==> config.mk <==
export PLATFORM = sky130hd
export DESIGN_NAME = gnr_node_sequencer
export DESIGN_NICKNAME = d
export VERILOG_FILES = /design/src/rtl/gnr_node_sequencer.sv
export SDC_FILE = /design/constraint.sdc
export NUM_CORES = 1
export LEC_CHECK = 0
export ABC_AREA = 1
export CORE_ASPECT_RATIO = 0.6
export CORE_UTILIZATION = 57
export CTS_CLUSTER_DIAMETER = 100
export DETAILED_ROUTE_END_ITERATION = 10
export GPL_ROUTABILITY_DRIVEN = 0
export PLACE_DENSITY = 0.93
export SLEW_MARGIN = 30
export SYNTH_ARGS = -nofsm -noshare
export SYNTH_HDL_FRONTEND = slang
export SYNTH_SLANG_ARGS = --single-unit
==> constraint.sdc <==
create_clock -name clk -period 2.96 [get_ports clk]
set_input_delay 0.74 -clock clk [delete_from_list [all_inputs] [get_ports clk]]
set_output_delay 0.74 -clock clk [all_outputs]
set_load 0.05 [all_outputs]
==> src/rtl/gnr_node_sequencer.sv <==
// Sequencer that drives a two-phase node through repeated update iterations
// until its outputs settle or an iteration limit is reached.
module gnr_node_sequencer #(
  parameter int ITER_W   = 16,
  parameter int STABLE_N = 4
) (
  input  logic              clk,
  input  logic              rst_n,
  input  logic              start_i,
  input  logic              abort_i,
  input  logic              init_state_i,
  input  logic [ITER_W-1:0] max_iter_i,
  input  logic              proliferation_s0_i,
  input  logic              proliferation_s1_i,
  output logic              reset_nos_o,
  output logic              node_init_o,
  output logic              start_s0_o,
  output logic              start_s1_o,
  output logic              busy_o,
  output logic              done_o,
  output logic              converged_o,
  output logic [ITER_W-1:0] iter_count_o,
  output logic              final_s0_o,
  output logic              final_s1_o
);

  typedef enum logic [2:0] {
    S_IDLE,
    S_INIT,
    S_STEP_A,
    S_STEP_B,
    S_SAMPLE,
    S_DONE
  } state_e;

  localparam logic [3:0] STABLE_LIM = 4'(STABLE_N);

  state_e              state_q;
  logic                init_q;
  logic [ITER_W-1:0]   max_q;
  logic [ITER_W-1:0]   iter_q;
  logic [3:0]          stable_q;
  logic [1:0]          prev_q;
  logic [1:0]          final_q;
  logic                converged_q;
  logic                busy_q;
  logic                done_q;
  logic                reset_nos_q;
  logic                start_s0_q;
  logic                start_s1_q;

  logic [1:0]          capture_d;
  logic [ITER_W-1:0]   iter_d;
  logic [3:0]          stable_d;

  // Values the SAMPLE state commits; the exit decision looks at these so
  // the limit test always precedes any further increment.
  assign capture_d = {proliferation_s0_i, proliferation_s1_i};
  assign iter_d    = iter_q + ITER_W'(1);
  assign stable_d  = (capture_d != prev_q)   ? 4'd0     :
                     (stable_q == 4'hF)      ? stable_q :
                                               stable_q + 4'd1;

  always_ff @(posedge clk or negedge rst_n) begin
    if (!rst_n) begin
      state_q     <= S_IDLE;
      init_q      <= 1'b0;
      max_q       <= '0;
      iter_q      <= '0;
      stable_q    <= '0;
      prev_q      <= '0;
      final_q     <= '0;
      converged_q <= 1'b0;
      busy_q      <= 1'b0;
      done_q      <= 1'b0;
      reset_nos_q <= 1'b0;
      start_s0_q  <= 1'b0;
      start_s1_q  <= 1'b0;
    end else begin
      // NOTE: pulses default low here and the case below overrides them;
      // with non-blocking assignments the last write in the block wins.
      done_q      <= 1'b0;
      reset_nos_q <= 1'b0;
      start_s0_q  <= 1'b0;
      start_s1_q  <= 1'b0;

      if (abort_i && state_q != S_IDLE) begin
        state_q <= S_IDLE;
        busy_q  <= 1'b0;
      end else begin
        unique case (state_q)
          S_IDLE: begin
            if (start_i && !abort_i) begin
              init_q      <= init_state_i;
              max_q       <= max_iter_i;
              iter_q      <= '0;
              stable_q    <= '0;
              converged_q <= 1'b0;
              busy_q      <= 1'b1;
              reset_nos_q <= 1'b1;
              state_q     <= S_INIT;
            end
          end
          S_INIT: begin
            prev_q <= {init_q, init_q};
            if (max_q == '0) begin
              final_q <= {init_q, init_q};
              done_q  <= 1'b1;
              state_q <= S_DONE;
            end else begin
              start_s0_q <= 1'b1;
              start_s1_q <= 1'b1;
              state_q    <= S_STEP_A;
            end
          end
          S_STEP_A: begin
            // Second s0 pulse restores the node's two-phase gating.
            start_s0_q <= 1'b1;
            state_q    <= S_STEP_B;
          end
          S_STEP_B: begin
            state_q <= S_SAMPLE;
          end
          S_SAMPLE: begin
            final_q  <= capture_d;
            prev_q   <= capture_d;
            iter_q   <= iter_d;
            stable_q <= stable_d;
            if (stable_d == STABLE_LIM) begin
              converged_q <= 1'b1;
              done_q      <= 1'b1;
              state_q     <= S_DONE;
            end else if (iter_d == max_q) begin
              done_q  <= 1'b1;
              state_q <= S_DONE;
            end else begin
              start_s0_q <= 1'b1;
              start_s1_q <= 1'b1;
              state_q    <= S_STEP_A;
            end
          end
          S_DONE: begin
            busy_q  <= 1'b0;
            state_q <= S_IDLE;
          end
          default: begin
            busy_q  <= 1'b0;
            state_q <= S_IDLE;
          end
        endcase
      end
    end
  end

  assign reset_nos_o  = reset_nos_q;
  assign node_init_o  = init_q;
  assign start_s0_o   = start_s0_q;
  assign start_s1_o   = start_s1_q;
  assign busy_o       = busy_q;
  assign done_o       = done_q;
  assign converged_o  = converged_q;
  assign iter_count_o = iter_q;
  assign final_s0_o   = final_q[1];
  assign final_s1_o   = final_q[0];

endmodule

==> flow_metrics.tcl, run 1 <==
set metrics [dict create \
    fin_setup_tns_ps 0 \
    p_per_area_nw_per_um2 732 \
    crit_family "simple AND/OR/NAND/NOR gates" \
    cp_slowest_cell "nor4b_1" \
    post-route-period-util_pct 84.0 \
    diodes 0 \
    cts_setup_buffers 0 \
    final_util_pct 74.4 \
    run_status "completed" \
    rows 19 \
    final_design_area_no_fill_um2 3430 \
    initial_core_util_pct 60.1 \
    hold_path.class "input port to async pin" \
    grt_use_total_pct 30.6 \
    slew_headroom_pct 58.4 \
    wl_per_cell_um 14.9 \
    grt_pass1_vias 2608 \
    final_nets 448 \
    drv_cap 0 \
    irDropWorstVdd_mv 0.497 \
    setup.worst_path.start_class "input port" \
    hold_buffers 0 \
    syn_area_um2 2770 \
    drt_iter0_markers 225 \
    io_pins 48 \
    dpl-instance-area_um2 3320 \
    via_count 2739 \
    cp.buffers_inverters 3 \
    cts_tree "yes" \
    slew_violations 0 \
    yosys_warnings 0 \
    rsz0062_at_grt "no" \
    grt_overflow 0 \
    syn-instance-count 371 \
    timing.hold.ws_ps 267 \
    end_kind "flip-flop" \
    wl_mm 7.28 \
    cp_max_fo 4 \
    die_y_um 56.0 \
    path_clk_slew_ps 90 \
    layout.cells.non_filler 487 \
    path_cells "clkdlybuf4s50_1 > inv_1 > nor2_1 > nor4b_1 > o21ai_0 > nand3_1 > nand2_1 > nand2_2 > nand3_1 > nand2_1 > inv_1" \
    htreeDepth 2 \
    die_area_um2 5160 \
    layout_commonest_cell "nand2_1" \
    hold_violations 0 \
    synth_area_per_cell_um2 7.48 \
    cts.sinks 50 \
    root_buffer "clkbuf_8" \
    cp_data_required_time_ps 3170 \
    ctsResizeCount 0 \
    insertion_delay_ps 310 \
    io_buffers 47 \
    ys_seq_area_share_pct 45.1 \
    grt_pass1_wl_mm 12.1 \
    place_ws_ps 253 \
    final_layout_size_suffix_gt1_share_pct 7.31 \
    vias_per_cell 5.62 \
    ant_nets 0 \
    antenna_found_initial 0 \
    area_growth_pct 23.6 \
    tightest_slew_ps 615 \
    finalPower_mw 2.51 \
    numCtsBuffers 5 \
    layout_setup_ws_ps 475 \
    max_freq_mhz 402 \
    final_cell_mix "nand2_1 (116), inv_1 (50), dfrtp_1 (50), clkdlybuf4s50_1 (46), nand3_1 (34)" \
    clock_skew_ps 3.67 \
    slowest_delay_ps 560 \
    ys_seq_elements 50 \
    layout_min_cycle_time_ps 2490 \
    synth_cell_types 30 \
    dp.cells 479 \
    syn_nets 396 \
    hpwl_mm 5.50 \
    chipWidth_um 92.1 \
    cts_max_path_buffers 2 \
    coreArea_um2 4610 \
    final-setup-viol-count 0 \
    grt_max_degree 32 \
    cp.arrival_ps 2700 \
    dr.pass1.iters 5 \
    p_leak_nw 1.59 \
    drc_errors 0 \
    crit_type "input port to flip-flop" \
]
==> registers in the layout, indices dropped and copies added (netlist names) <==
| signal | count |
|---|---|
| done_o | 1 |
| max_q | 16 |
| node_init_o | 1 |
| prev_q | 2 |
| final_q | 2 |
| start_s1_o | 1 |
| busy_o | 1 |
| stable_q | 4 |
| state_q | 3 |
| reset_nos_o | 1 |
| converged_o | 1 |
| iter_count_o | 16 |
| start_s0_o | 1 |
==> report_power, final <==
group	total (mW)	switching (mW)	internal [mW]
sequential	1.06	0.193	0.867
combinational	0.972	0.635	0.337
clock	0.479	0.226	0.253
total	2.51	1.05	1.46
==> path summary, 6_finish.rpt <==
kind | to | depth (start not counted) | slack, ps | startpoint
setup / recovery | state_q[2]$_DFFE_PN0P_ | 11 | 470 | proliferation_s0_i
hold / removal | reset_nos_o$_DFF_PN0_ | 1 | 270 | rst_n
setup reg to reg | state_q[2]$_DFFE_PN0P_ | 15 | 720 | iter_count_o[0]$_DFFE_PN0P_
hold reg to reg | final_q[0]$_DFFE_PN0P_ | 1 | 510 | final_q[0]$_DFFE_PN0P_
max in group asynchronous | final_q[1]$_DFFE_PN0P_ | 2 | 2120 | rst_n
min in group clk | final_q[0]$_DFFE_PN0P_ | 1 | 510 | final_q[0]$_DFFE_PN0P_
==> per-layer routing <==
| layer | wire length [µm] | up-vias | track usage (%) |
|---|---|---|---|
| li1 | - | 1301 | - |
| met1 | 3230 | 1227 | 46.3 |
| met2 | 3040 | 184 | 44.3 |
| met3 | 808 | 27 | 5.60 |
| met4 | 201 | 0 | 10.5 |
| met5 | 0 | - | 1.04 |
==> Yosys cell counts <==
cell type,instances,share of area [%]
a21boi_0,1,0.27
a21oi_1,6,1.1
a32o_1,1,0.36
buf_2,1,0.18
clkbuf_1,4,0.54
dfrtp_1,50,45
ha_1,2,0.90
inv_1,50,6.8
inv_2,2,0.27
mux2_2,1,0.41
nand2_1,116,16
nand2_2,4,0.90
nand2_4,1,0.41
nand3_1,34,6.1
nand3b_1,1,0.27
nand4_1,5,1.1
nor2_1,24,3.2
nor2_2,5,1.1
nor2_4,4,1.6
nor3_1,2,0.36
nor4_1,4,0.90
nor4b_1,1,0.32
o211ai_1,1,0.27
o21ai_0,21,3.8
o21ai_1,3,0.54
o22ai_1,15,3.4
or2_2,3,0.68
xnor2_1,1,0.32
xnor3_1,1,0.81
xor2_1,7,2.2
==> logic make-up after synthesis <==
group | synth area share [%]
AO/OA/AOI/OAI | 9.70
XOR/XNOR | 3.34
adder cells (fa/ha/maj) | 0.902
buffers and inverters | 7.76
flip-flops | 45.1
multiplexers | 0.406
AND/OR/NAND/NOR | 32.8
==> final cells by class <==
type,instances,area [µm²]
Clock buffer,7,76.3
Timing Repair Buffer,50,488
Clock inverter,1,30.0
Multi-Input combinational cell,264,1310
Inverter,52,195
Fill cell,342,1180
Tap cell,63,78.8
Sequential cell,50,1250
Power figures use the tool's default switching activity.
==> run 2, diff against run 1 <==
- CORE_UTILIZATION: 57 -> 48
- PLACE_DENSITY: 0.93 -> 0.84
- clock period: 2.96 -> 2.1 ns (I/O delays scaled with it)
==> run 2 against run 1 <==
  * Critical path depth shrank 10
  * Wire length grew 5.7%
  * Design area grew 4.9%
  * Utilization shrank 9.8 points
  * Count of clock-buffer cells in the layout shrank 1
  * Hold slack lost 91 ps
  * Sequential share of layout area shrank 1.5 points
  * Power grew 39%
  * First-iteration DRC count grew 24%
  * Global-route usage shrank 5.3 points
  * Final cell count grew 6.6%
  * Non-clock buffer count grew 15
  * Largest cell class unchanged
==> flow_metrics.tcl, run 2 (same netlist as run 1, synthesis figures left out) <==
set metrics [dict create \
    final-setup-viol-count 0 \
    final_layout_size_suffix_gt1_share_pct 18.0 \
    hold_buffers 0 \
    hold_path.class "input port to async pin" \
    coreArea_um2 5570 \
    slew_violations 0 \
    io_pins 48 \
    layout.cells.non_filler 519 \
    dr.pass1.iters 5 \
    end_kind "output port" \
    clock_skew_ps 6.18 \
    r2r-end "state_q[0]$_DFFE_PN0P_" \
    path_cells "clkdlybuf4s50_1" \
    wl_mm 7.70 \
    path_clk_slew_ps 90 \
    n_fill_cell 480 \
    grt_overflow 0 \
    grt_pass1_wl_mm 11.6 \
    root_buffer "clkbuf_8" \
    cp_slowest_cell "clkdlybuf4s50_1" \
    layout_setup_ws_ps 73.9 \
    die_y_um 60.9 \
    die_area_um2 6100 \
    dp.cells 504 \
    crit_family "buffers and inverters" \
    post-route-period-util_pct 96.5 \
    cp_data_required_time_ps 1570 \
    insertion_delay_ps 310 \
    max_freq_mhz 494 \
    area_growth_pct 29.7 \
    drc_errors 0 \
    crit_start "final_q[1]$_DFFE_PN0P_" \
    final_nets 463 \
    hpwl_mm 5.50 \
    setup.worst_path.start_class "flip-flop" \
    antenna_found_initial 0 \
    vias_per_cell 5.36 \
    cp_max_fo 2 \
    layout_commonest_cell "nand2_1" \
    worstReg2RegStart "iter_count_o[1]$_DFFE_PN0P_" \
    cp.depth 1 \
    slew_headroom_pct 65.1 \
    drv_cap 0 \
    initial_core_util_pct 49.8 \
    htreeDepth 2 \
    io_buffers 47 \
    cts_max_path_buffers 2 \
    grt_pass1_vias 2319 \
    cp.buffers_inverters 1 \
    grt_max_degree 51 \
    run_status "completed" \
    layout_min_cycle_time_ps 2030 \
    crit_end "final_s0_o" \
    dpl-instance-area_um2 3380 \
    final_cell_mix "nand2_1 (112), inv_1 (50), dfrtp_1 (45), nand3_1 (31), buf_4 (31)" \
    ant_nets 0 \
    hold_violations 0 \
    fin_setup_tns_ps 0 \
    p_per_area_nw_per_um2 973 \
    r2r_setup_slack_ps 80 \
    cts_tree "yes" \
    crit_type "flip-flop to output port" \
    reg2reg_depth 16 \
    numCtsBuffers 5 \
    drt_iter0_markers 280 \
    diodes 0 \
    cts.sinks 50 \
    irDropWorstVdd_mv 0.516 \
    grt_use_total_pct 25.3 \
    via_count 2784 \
    rows 21 \
    p_leak_nw 1.72 \
    wl_per_cell_um 14.8 \
    tightest_slew_ps 523 \
    final_util_pct 64.6 \
    place_ws_ps -134 \
    slowest_delay_ps 830 \
    chipWidth_um 100 \
    cp.arrival_ps 1500 \
    final_design_area_no_fill_um2 3600 \
]
[run 2: where the power goes]
group          leakage (nW)  internal (mW)  switching (mW)
Sequential            0.651           1.22           0.251
Clock                0.0452          0.236           0.325
Combinational          1.02          0.531           0.931
Total                  1.72           1.99            1.51
[run 2: area by class of cell]
class                   count  area [µm²]  share of cell area, %
inverters                  52         195                   5.43
clock buffers               6        72.6                   2.02
multi-input cells         264        1380                   38.2
well taps                  80         100                   2.78
clock inverters             2        13.8                  0.383
repair buffers             65         583                   16.2
flip-flops and latches     50        1260                   35.0
[run 2: worst min-delay path by stage]
| stage | slack (ps) | start | cells past startpoint | to |
|---|---|---|---|---|
| floorplan | 230 | rst_n | 0 | busy_o$_DFFE_PN0P_ |
| global placement | 470 | final_q[1]$_DFFE_PN0P_ | 2 | final_q[1]$_DFFE_PN0P_ |
| detailed placement | 490 | busy_o$_DFFE_PN0P_ | 2 | busy_o$_DFFE_PN0P_ |
| CTS | 200 | rst_n | 2 | prev_q[1]$_DFFE_PN0P_ |
| global route | 200 | rst_n | 2 | prev_q[1]$_DFFE_PN0P_ |
| finish | 180 | rst_n | 2 | prev_q[1]$_DFFE_PN0P_ |
[run 2: repair_timing]
action                     CTS  global route
buffers inserted             0             7
setup endpoints to repair    0             8
hold endpoints to repair     0             0
gates resized for setup      0            21
[run 2: layer usage]
metal  global-route usage [%]  share of wire (%)
met3                     5.30                9.4
met2                     36.7                 43
met4                     8.70                1.4
met5                        0                  0
met1                     37.9                 46
[run 2: through the flow]
step	hold WS, ps	power, mW
2_1_floorplan	229	2.33
3_3_place_gp	470	2.81
3_5_place_dp	492	2.88
4_1_cts	199	3.44
5_1_grt	201	3.72
6_report	176	3.50
==> run 3, diff against run 2 <==
- CORE_UTILIZATION: 48 -> 45
- PLACE_DENSITY: 0.84 -> 0.8
==> run 3 against run 2 <==
  * Clock skew up 3.2 ps
  * Power up 3.4%
  * Sequential share of layout area grew 0.45 points
  * Register-to-register slack better by 60 ps
  * Maximum frequency shrank 0.77%
  * Final cell count down 0.77%
  * Sequential cell count did not move
  * Sequential power barely moved
  * Global-route usage shrank 0.36 points
  * Worst setup slack worse by 16 ps
  * Hold slack gained 130 ps
  * Via count down 2.4%
  * Largest cell class unchanged
  * Highest routed layer unchanged
==> flow_metrics.tcl, run 3 (same netlist as run 1, synthesis figures left out) <==
set metrics [dict create \
    run_status "completed" \
    drt_iter0_markers 251 \
    via_count 2716 \
    wl_mm 7.51 \
    worstReg2RegStart "iter_count_o[0]$_DFFE_PN0P_" \
    cts_tree "yes" \
    end_kind "output port" \
    layout_min_cycle_time_ps 2040 \
    chipWidth_um 103 \
    hold_path.class "input port to async pin" \
    hpwl_mm 5.53 \
    rsz0062_at_grt "yes" \
    irDropWorstVdd_mv 0.574 \
    rows 21 \
    cp_max_fo 3 \
    slowest_delay_ps 810 \
    slew_violations 0 \
    path_clk_slew_ps 100 \
    p_per_area_nw_per_um2 1020 \
    dp.cells 505 \
    io_pins 48 \
    dr.pass1.iters 5 \
    final_nets 460 \
    clock_skew_ps 9.42 \
    diodes 0 \
    grt_pass1_vias 2448 \
    htreeDepth 2 \
    reg2reg_depth 17 \
    die_area_um2 6490 \
    coreArea_um2 5750 \
    wl_per_cell_um 14.6 \
    timing.hold.ws_ps 309 \
    area_growth_pct 27.9 \
    cp.arrival_ps 1520 \
    drc_errors 0 \
    initial_core_util_pct 48.2 \
    slew_headroom_pct 57.5 \
    r2r-end "state_q[2]$_DFFE_PN0P_" \
    crit_family "buffers and inverters" \
    final_util_pct 61.7 \
    insertion_delay_ps 310 \
    fin_setup_tns_ps 0 \
    final_cell_mix "nand2_1 (115), inv_1 (50), dfrtp_1 (46), nand3_1 (34), clkdlybuf4s50_1 (30)" \
    die_y_um 62.8 \
    cp.buffers_inverters 1 \
    cts_max_path_buffers 2 \
    io_buffers 47 \
    grt_use_total_pct 25.0 \
    final_layout_size_suffix_gt1_share_pct 15.4 \
    ant_nets 0 \
    layout_commonest_cell "nand2_1" \
    grt_overflow 0 \
    grt_max_degree 51 \
    grt_pass1_wl_mm 12.1 \
    hold_buffers 0 \
    r2r_setup_slack_ps 140 \
    cp_data_required_time_ps 1570 \
    post-route-period-util_pct 97.2 \
    antenna_found_initial 0 \
    final-setup-viol-count 0 \
    root_buffer "clkbuf_8" \
    setup.worst_path.start_class "flip-flop" \
    crit_type "flip-flop to output port" \
    cts.sinks 50 \
    hold_violations 0 \
    p_leak_nw 1.71 \
    path_cells "clkdlybuf4s50_1" \
    layout.cells.non_filler 515 \
    tightest_slew_ps 637 \
    drv_cap 0 \
    n_fill_cell 499 \
    numCtsBuffers 5 \
    vias_per_cell 5.27 \
    max_freq_mhz 490 \
    cp_slowest_cell "clkdlybuf4s50_1" \
]
-- run 3: cell types whose count changed in the layout (fill, tap and decap cells not counted), moves of 2 or more --
cell	delta
nand2_2	-3
buf_4	-2
nand2_1	+3
nand3_1	+3
nand3_2	-3
-- run 3: area by class of cell --
cell class | count | area, µm² | share of cell area, %
Clock buffer | 6 | 82.6 | 2.33
Clock inverter | 1 | 30.0 | 0.846
Inverter | 52 | 195 | 5.50
Multi-Input combinational cell | 264 | 1340 | 37.7
Sequential cell | 50 | 1260 | 35.4
Tap cell | 80 | 100 | 2.82
Timing Repair Buffer | 62 | 548 | 15.4
-- run 3: how the worst max path moves through the flow --
stage / startpoint / end / cells past startpoint / slack (ps)
2_1_floorplan: iter_count_o[1]$_DFFE_PN0P_ / state_q[0]$_DFFE_PN0P_ / 17 / 9
3_3_place_gp: proliferation_s0_i / state_q[0]$_DFFE_PN0P_ / 13 / -70
3_5_place_dp: proliferation_s1_i / state_q[2]$_DFFE_PN0P_ / 12 / -170
4_1_cts: node_init_o$_DFFE_PN0P_ / node_init_o / 1 / 10
5_1_grt: iter_count_o[9]$_DFFE_PN0P_ / state_q[2]$_DFFE_PN0P_ / 16 / -60
6_report: iter_count_o[15]$_DFFE_PN0P_ / iter_count_o[15] / 1 / 60
-- run 3: repair_timing --
item / in CTS / in global routing
buffers inserted: 0 / 3
gates resized for setup: 0 / 11
setup endpoints to repair: 0 / 9
-- run 3: stage by stage --
| stage | worst slack, ps | total power, mW | area [µm²] |
|---|---|---|---|
| after CTS | 12.9 | 3.57 | 3490 |
| final | 58.2 | 3.62 | 3550 |
| after global routing | -63.7 | 3.83 | 3550 |
| after detailed placement | -172 | 2.86 | 3380 |
| after floorplan | 9.27 | 2.33 | 2780 |
| after global placement | -70.4 | 2.82 | 3380 |
-- run 3: per-layer routing --
| metal | up-vias | global-route usage [%] | routed length (µm) |
|---|---|---|---|
| met5 | - | 0 | 0 |
| met4 | 0 | 7.57 | 87 |
| met3 | 10 | 6.60 | 694 |
| met2 | 131 | 32.5 | 2960 |
| met1 | 1252 | 39.4 | 3770 |
| li1 | 1323 | - | - |
-- run 3: where the power goes --
part           switching [mW]  internal [mW]  leakage (nW)
registers               0.251           1.22         0.653
logic                   0.895          0.527         0.998
clock network           0.337          0.382        0.0573
total                    1.48           2.13          1.71
